`config.mk`:
```
export PLATFORM = sky130hd
export DESIGN_NAME = fpu_arbiter
export DESIGN_NICKNAME = d
export VERILOG_FILES = /design/src/rtl/fpu_arbiter.sv
export SDC_FILE = /design/constraint.sdc
export NUM_CORES = 1
export LEC_CHECK = 0
export CORE_MARGIN = 4
export CORE_UTILIZATION = 25
export DETAILED_ROUTE_END_ITERATION = 8
export GPL_TIMING_DRIVEN = 0
export SYNTH_ARGS = -nofsm -noshare
export SYNTH_HDL_FRONTEND = slang
export SYNTH_SLANG_ARGS = --single-unit
```
`constraint.sdc`:
```
create_clock -name clk -period 2.9 [get_ports clk]
set_input_delay 0.29 -clock clk [delete_from_list [all_inputs] [get_ports clk]]
set_output_delay 0.29 -clock clk [all_outputs]
set_load 0.01 [all_outputs]
```
`src/rtl/fpu_arbiter.sv`:
```
// Round-robin arbiter sharing one FPU between NUM_REQ requesters.
// Requests are queued as pending bits, issued one at a time, and results routed back to the owner.
module fpu_arbiter #(
  parameter int NUM_REQ = 3,
  localparam int RR_W = $clog2(NUM_REQ)
) (
  input  logic              clk,
  input  logic              reset_i,
  input  logic [3:0]        req_op_i          [NUM_REQ],
  input  logic [31:0]       req_a_value_i     [NUM_REQ],
  input  logic [31:0]       req_b_value_i     [NUM_REQ],
  input  logic              req_exec_strobe_i [NUM_REQ],
  output logic [31:0]       req_z_value_o     [NUM_REQ],
  output logic              req_done_strobe_o [NUM_REQ],
  output logic [3:0]        fpu_op_o,
  output logic [31:0]       fpu_a_value_o,
  output logic [31:0]       fpu_b_value_o,
  input  logic [31:0]       fpu_z_value_i,
  output logic              fpu_exec_strobe_o,
  input  logic              fpu_done_strobe_i,
  output logic [1:0]        dbg_state_o,
  output logic [RR_W-1:0]   dbg_rr_o
);

  // Handshake: a requester pulses req_exec_strobe_i for one cycle and holds op/a/b until
  // the arbiter latches them; the FPU gets a one-cycle fpu_exec_strobe_o and answers with
  // a one-cycle fpu_done_strobe_i; the owner then sees a one-cycle req_done_strobe_o.
  typedef enum logic [1:0] {
    S_IDLE    = 2'd0,
    S_ISSUE   = 2'd1,
    S_WAIT    = 2'd2,
    S_RESPOND = 2'd3
  } state_t;

  state_t             r_state;
  state_t             w_next;
  logic [NUM_REQ-1:0] r_pending;
  logic [RR_W-1:0]    r_rr;
  logic [RR_W-1:0]    r_g;
  logic [NUM_REQ-1:0] w_set;
  logic [NUM_REQ-1:0] w_clr;
  logic               w_any;
  logic [RR_W-1:0]    w_grant;
  logic [RR_W-1:0]    w_next_rr;
  logic               w_launch;
  logic               w_finish;

  assign dbg_state_o = r_state;
  assign dbg_rr_o    = r_rr;
  assign w_launch    = (r_state == S_IDLE) && w_any;
  assign w_finish    = (r_state == S_WAIT) && fpu_done_strobe_i;

  // Scan descending so the index closest to r_rr is written last and wins.
  always_comb begin
    w_any   = 1'b0;
    w_grant = '0;
    for (int k = NUM_REQ - 1; k >= 0; k--) begin
      if (r_pending[(int'(r_rr) + k) % NUM_REQ]) begin
        w_any   = 1'b1;
        w_grant = RR_W'((int'(r_rr) + k) % NUM_REQ);
      end
    end
    w_next_rr = (int'(w_grant) == NUM_REQ - 1) ? '0 : w_grant + 1'b1;
  end

  always_comb begin
    w_set = '0;
    w_clr = '0;
    for (int i = 0; i < NUM_REQ; i++) w_set[i] = req_exec_strobe_i[i];
    if (r_state == S_RESPOND) w_clr[r_g] = 1'b1;
  end

  always_comb begin
    w_next = r_state;
    case (r_state)
      S_IDLE:    if (w_any) w_next = S_ISSUE;
      S_ISSUE:   w_next = S_WAIT;
      S_WAIT:    if (fpu_done_strobe_i) w_next = S_RESPOND;
      S_RESPOND: w_next = S_IDLE;
      default:   w_next = S_IDLE;
    endcase
  end

  always_ff @(posedge clk) begin
    if (reset_i) begin
      r_state           <= S_IDLE;
      r_pending         <= '0;
      r_rr              <= '0;
      r_g               <= '0;
      fpu_op_o          <= '0;
      fpu_a_value_o     <= '0;
      fpu_b_value_o     <= '0;
      fpu_exec_strobe_o <= 1'b0;
      for (int i = 0; i < NUM_REQ; i++) begin
        req_z_value_o[i]     <= '0;
        req_done_strobe_o[i] <= 1'b0;
      end
    end else begin
      r_state           <= w_next;
      // A strobe from the owner during RESPOND is swallowed because the clear wins.
      r_pending         <= (r_pending | w_set) & ~w_clr;
      fpu_exec_strobe_o <= w_launch;
      for (int i = 0; i < NUM_REQ; i++) req_done_strobe_o[i] <= 1'b0;
      if (w_launch) begin
        r_g           <= w_grant;
        r_rr          <= w_next_rr;
        fpu_op_o      <= req_op_i[w_grant];
        fpu_a_value_o <= req_a_value_i[w_grant];
        fpu_b_value_o <= req_b_value_i[w_grant];
      end
      if (w_finish) begin
        req_z_value_o[r_g]     <= fpu_z_value_i;
        req_done_strobe_o[r_g] <= 1'b1;
      end
    end
  end

endmodule

```
==> impl_metrics.py <==
metrics = {
    "sta": {
        "final-setup-viol-count": 0,
        "skew_ns": 0.0115,
        "period_minus_slack_ns": 2.62,
        "fin_crit_sh": 0.905,
        "whs_ns": 0.448,
        "fmax_ghz": 0.381,
        "setup_tns_ns": 0,
        "rsz0062_at_grt": "no",
        "hold_viol": 0,
        "slew_headroom": 0.442,
        "final_max_slew_viol_count": 0,
        "worst_pin_slew_ns": 0.830,
    },
    "worst_setup_path": {
        "path_class": "register to register",
        "cp.arrival_ns": 2.96,
        "slowest_stage": "dfxtp_1",
        "r2r_slack_ns": 0.28,
        "path_max_fanout": 10,
        "crit_path_max_incr_delay_ns": 0.45,
        "timing.rr.start": "dbg_rr_o[1]$_SDFFE_PP0P_",
        "required_ns": 3.23,
        "cp-startpoint": "dbg_rr_o[1]$_SDFFE_PP0P_",
        "rr_endpoint": "fpu_a_value_o[9]$_SDFFE_PP0P_",
        "endpoint": "fpu_a_value_o[9]$_SDFFE_PP0P_",
        "cp_cell_sequence": "inv_1, ha_1, buf_6, mux2i_2, nor2_1, a211o_1, buf_2, clkbuf_1, a221oi_1, o31ai_1",
        "setup.worst_path.end_class": "register",
        "start_kind": "register",
        "worst_r2r_path_depth": 10,
    },
    "power_and_ir_drop": {
        "p_leak_nw": 4.71,
        "p_comb_frac": 0.436,
        "p_int_w": 0.00602,
        "pwr-share-seq": 0.312,
        "clock_power_share": 0.252,
        "netSwitchingFraction": 0.379,
        "p_sw_w": 0.00367,
        "max-vdd-ir-drop_mv": 0.347,
        "cellPowerDensity_mw_per_mm2": 747,
    },
    "clock_tree": {
        "cts_tree": "done",
        "cts_root_buf": "clkbuf_16",
        "cts-htree-levels": 4,
        "clock_latency_ns": 0.43,
        "clockBufferDepth": 2,
        "cts.sinks": 177,
        "cts_buffers": 17,
        "clk_pin_slew_ns": 0.08,
    },
    "yosys": {
        "ys_top_cells_by_area": "dfxtp_1, nand2_1, a21oi_1",
        "synthCells": 924,
        "yosys.area.top_type_share": 0.460,
        "ys_seq_area_frac": 0.460,
        "synth_edf_count": 0,
        "syn_avg_cell_area_sq_um": 8.34,
        "synth_top_flop_cell": "dfxtp_1",
        "syn-cell-area_sq_mm": 0.00771,
        "synth-async-reset-ratio": 0,
        "ys_ff_latch": 177,
        "yosysTopAreaCell": "dfxtp_1",
        "synth_cell_types": 46,
        "synth_nets": 1173,
        "yosysWarnings": 0,
    },
    "global_route": {
        "grt_use_total": 0.193,
        "gr-total-overflow": 0,
        "grt_pass1_wl_um": 51000,
        "grt_max_degree": 18,
        "antenna_found_initial": 0,
        "grt_pass1_vias": 8475,
    },
    "final_layout": {
        "drive_gt1_frac": 0.0693,
        "syn_to_final_growth_pct": 68.1,
        "finalInstanceArea_sq_mm": 0.0130,
        "regArea_sq_mm": 0.00354,
        "fin_nets": 1607,
        "num_antenna_cells": 0,
        "final_common_cell": "clkdlybuf4s50_1",
        "multiInputGateArea_sq_mm": 0.00371,
        "n_fill_cell": 3079,
        "final_cell_mix": "clkdlybuf4s50_1, nand2_1, dfxtp_1",
    },
    "placed_design": {
        "dpl_cell_area_sq_mm": 0.0123,
        "io_buffers": 412,
        "dpl.hpwl_um": 26600,
        "gp_congestion": 0.838,
    },
    "run_status": {
        "status": "finished clean",
    },
    "floorplanning": {
        "core_area_sq_mm": 0.0305,
        "dieArea_sq_mm": 0.0337,
        "ioPinCount": 414,
        "die_w_um": 184,
        "start_util": 0.253,
        "rows": 64,
        "fp.dieH_um": 184,
    },
    "drt": {
        "routed_wl_um": 34300,
        "vias_per_cell": 4.74,
        "post-route-drc-count": 0,
        "vias": 8377,
        "drt-pass1-iter-count": 4,
        "drt_iter0_drc": 412,
        "wl_per_cell_um": 19.4,
        "ant_nets": 0,
    },
    "worst_hold_path": {
        "hp-class": "input pin to register",
    },
    "flow_run": {
        "cap_violations": 0,
    },
}
-- per-stage QoR --
stage	setup WS [ns]	total power (W)	utilization	std cells
6_report	0.275	0.00969	0.425	1766
4_1_cts	0.0378	0.00979	0.424	1763
2_1_floorplan	0.662	0.00540	-	924
5_1_grt	0.00670	0.0103	0.425	1766
3_3_place_gp	0.0769	0.00726	0.404	1732
3_5_place_dp	0.0385	0.00730	0.404	1732
-- state kept, by name, indices dropped and copies added (netlist names) --
signal and flops:
fpu_op_o 4, dbg_rr_o 2, fpu_a_value_o 32, r_g 2
dbg_state_o 2, req_z_value_o 96, r_pending 3, fpu_b_value_o 32
fpu_exec_strobe_o 1, req_done_strobe_o 3
-- worst min-delay path by stage --
stage                                        start                        endpoint  slack (ns)  cells past startpoint
global route                     req_b_value_i[52]  fpu_b_value_o[20]$_SDFFE_PP0P_        0.43                      3
CTS                              req_a_value_i[32]   fpu_a_value_o[0]$_SDFFE_PP0P_        0.42                      3
floorplan                        req_b_value_i[32]   fpu_b_value_o[0]$_SDFFE_PP0P_        0.41                      2
detailed placement  req_z_value_o[32]$_SDFFE_PP0P_  req_z_value_o[32]$_SDFFE_PP0P_        0.45                      2
finish                           req_a_value_i[32]   fpu_a_value_o[0]$_SDFFE_PP0P_        0.45                      3
global placement    req_z_value_o[32]$_SDFFE_PP0P_  req_z_value_o[32]$_SDFFE_PP0P_        0.44                      2
-- logic make-up after synthesis --
| family | Yosys count | synth area share |
|---|---|---|
| flops | 177 | 0.460 |
| compound gates | 253 | 0.233 |
| fa+ha+maj | 7 | 0.0114 |
| simple gates | 354 | 0.183 |
| buf+inv | 92 | 0.0592 |
| mux | 41 | 0.0539 |
-- Yosys cell counts, drive strengths merged, types with 2 or more instances --
| library cell | count |
|---|---|
| a211oi | 4 |
| a21oi | 99 |
| a221oi | 31 |
| a32oi | 37 |
| buf | 27 |
| clkbuf | 56 |
| dfxtp | 177 |
| ha | 7 |
| inv | 9 |
| mux2i | 40 |
| nand2 | 234 |
| nand2b | 2 |
| nand3 | 32 |
| nor2 | 75 |
| nor2b | 2 |
| nor3 | 4 |
| nor3b | 2 |
| o21ai | 38 |
| o31ai | 32 |
-- cell type report --
type                       count  share of cell area
inverter                       9             0.00261
clock buffer                  18              0.0339
tap                          396              0.0382
buffer                        83              0.0327
timing repair buffer         415               0.320
multi-input combinational    655               0.286
sequential                   177               0.273
clock inverter                13              0.0130
-- what timing repair did --
action / 4_1_cts / 5_1_grt
gates resized for setup: 0 / 2
hold buffers: 0 / 0
endpoints found under the setup margin: 0 / 21
buffers inserted: 0 / 3
-- per-layer routing --
| layer | vias up | track usage | part of all wire |
|---|---|---|---|
| li1 | 4113 | - | - |
| met1 | 3956 | 0.227 | 0.40 |
| met2 | 282 | 0.342 | 0.49 |
| met3 | 26 | 0.0679 | 0.089 |
| met4 | 0 | 0.0399 | 0.013 |
| met5 | - | 0 | 0 |
-- power by group through the flow --
stage | Combinational, W | Sequential [W] | Clock [W]
after floorplan | 0.00220 | 0.00320 | 0
after global placement | 0.00420 | 0.00306 | 0
after detailed placement | 0.00422 | 0.00307 | 0
after CTS | 0.00424 | 0.00302 | 0.00252
after global routing | 0.00459 | 0.00307 | 0.00263
final | 0.00422 | 0.00302 | 0.00244
-- critical path, delay by kind of cell, from the launching register on --
kind,cells,cell delay (ns)
AND/OR/NAND/NOR,1,0.30
AO/OA/AOI/OAI,3,0.58
flip-flops,1,0.45
adder cells (fa/ha/maj),1,0.19
buffers and inverters,4,0.84
multiplexers,1,0.17
(Power assumes the default switching activity.)
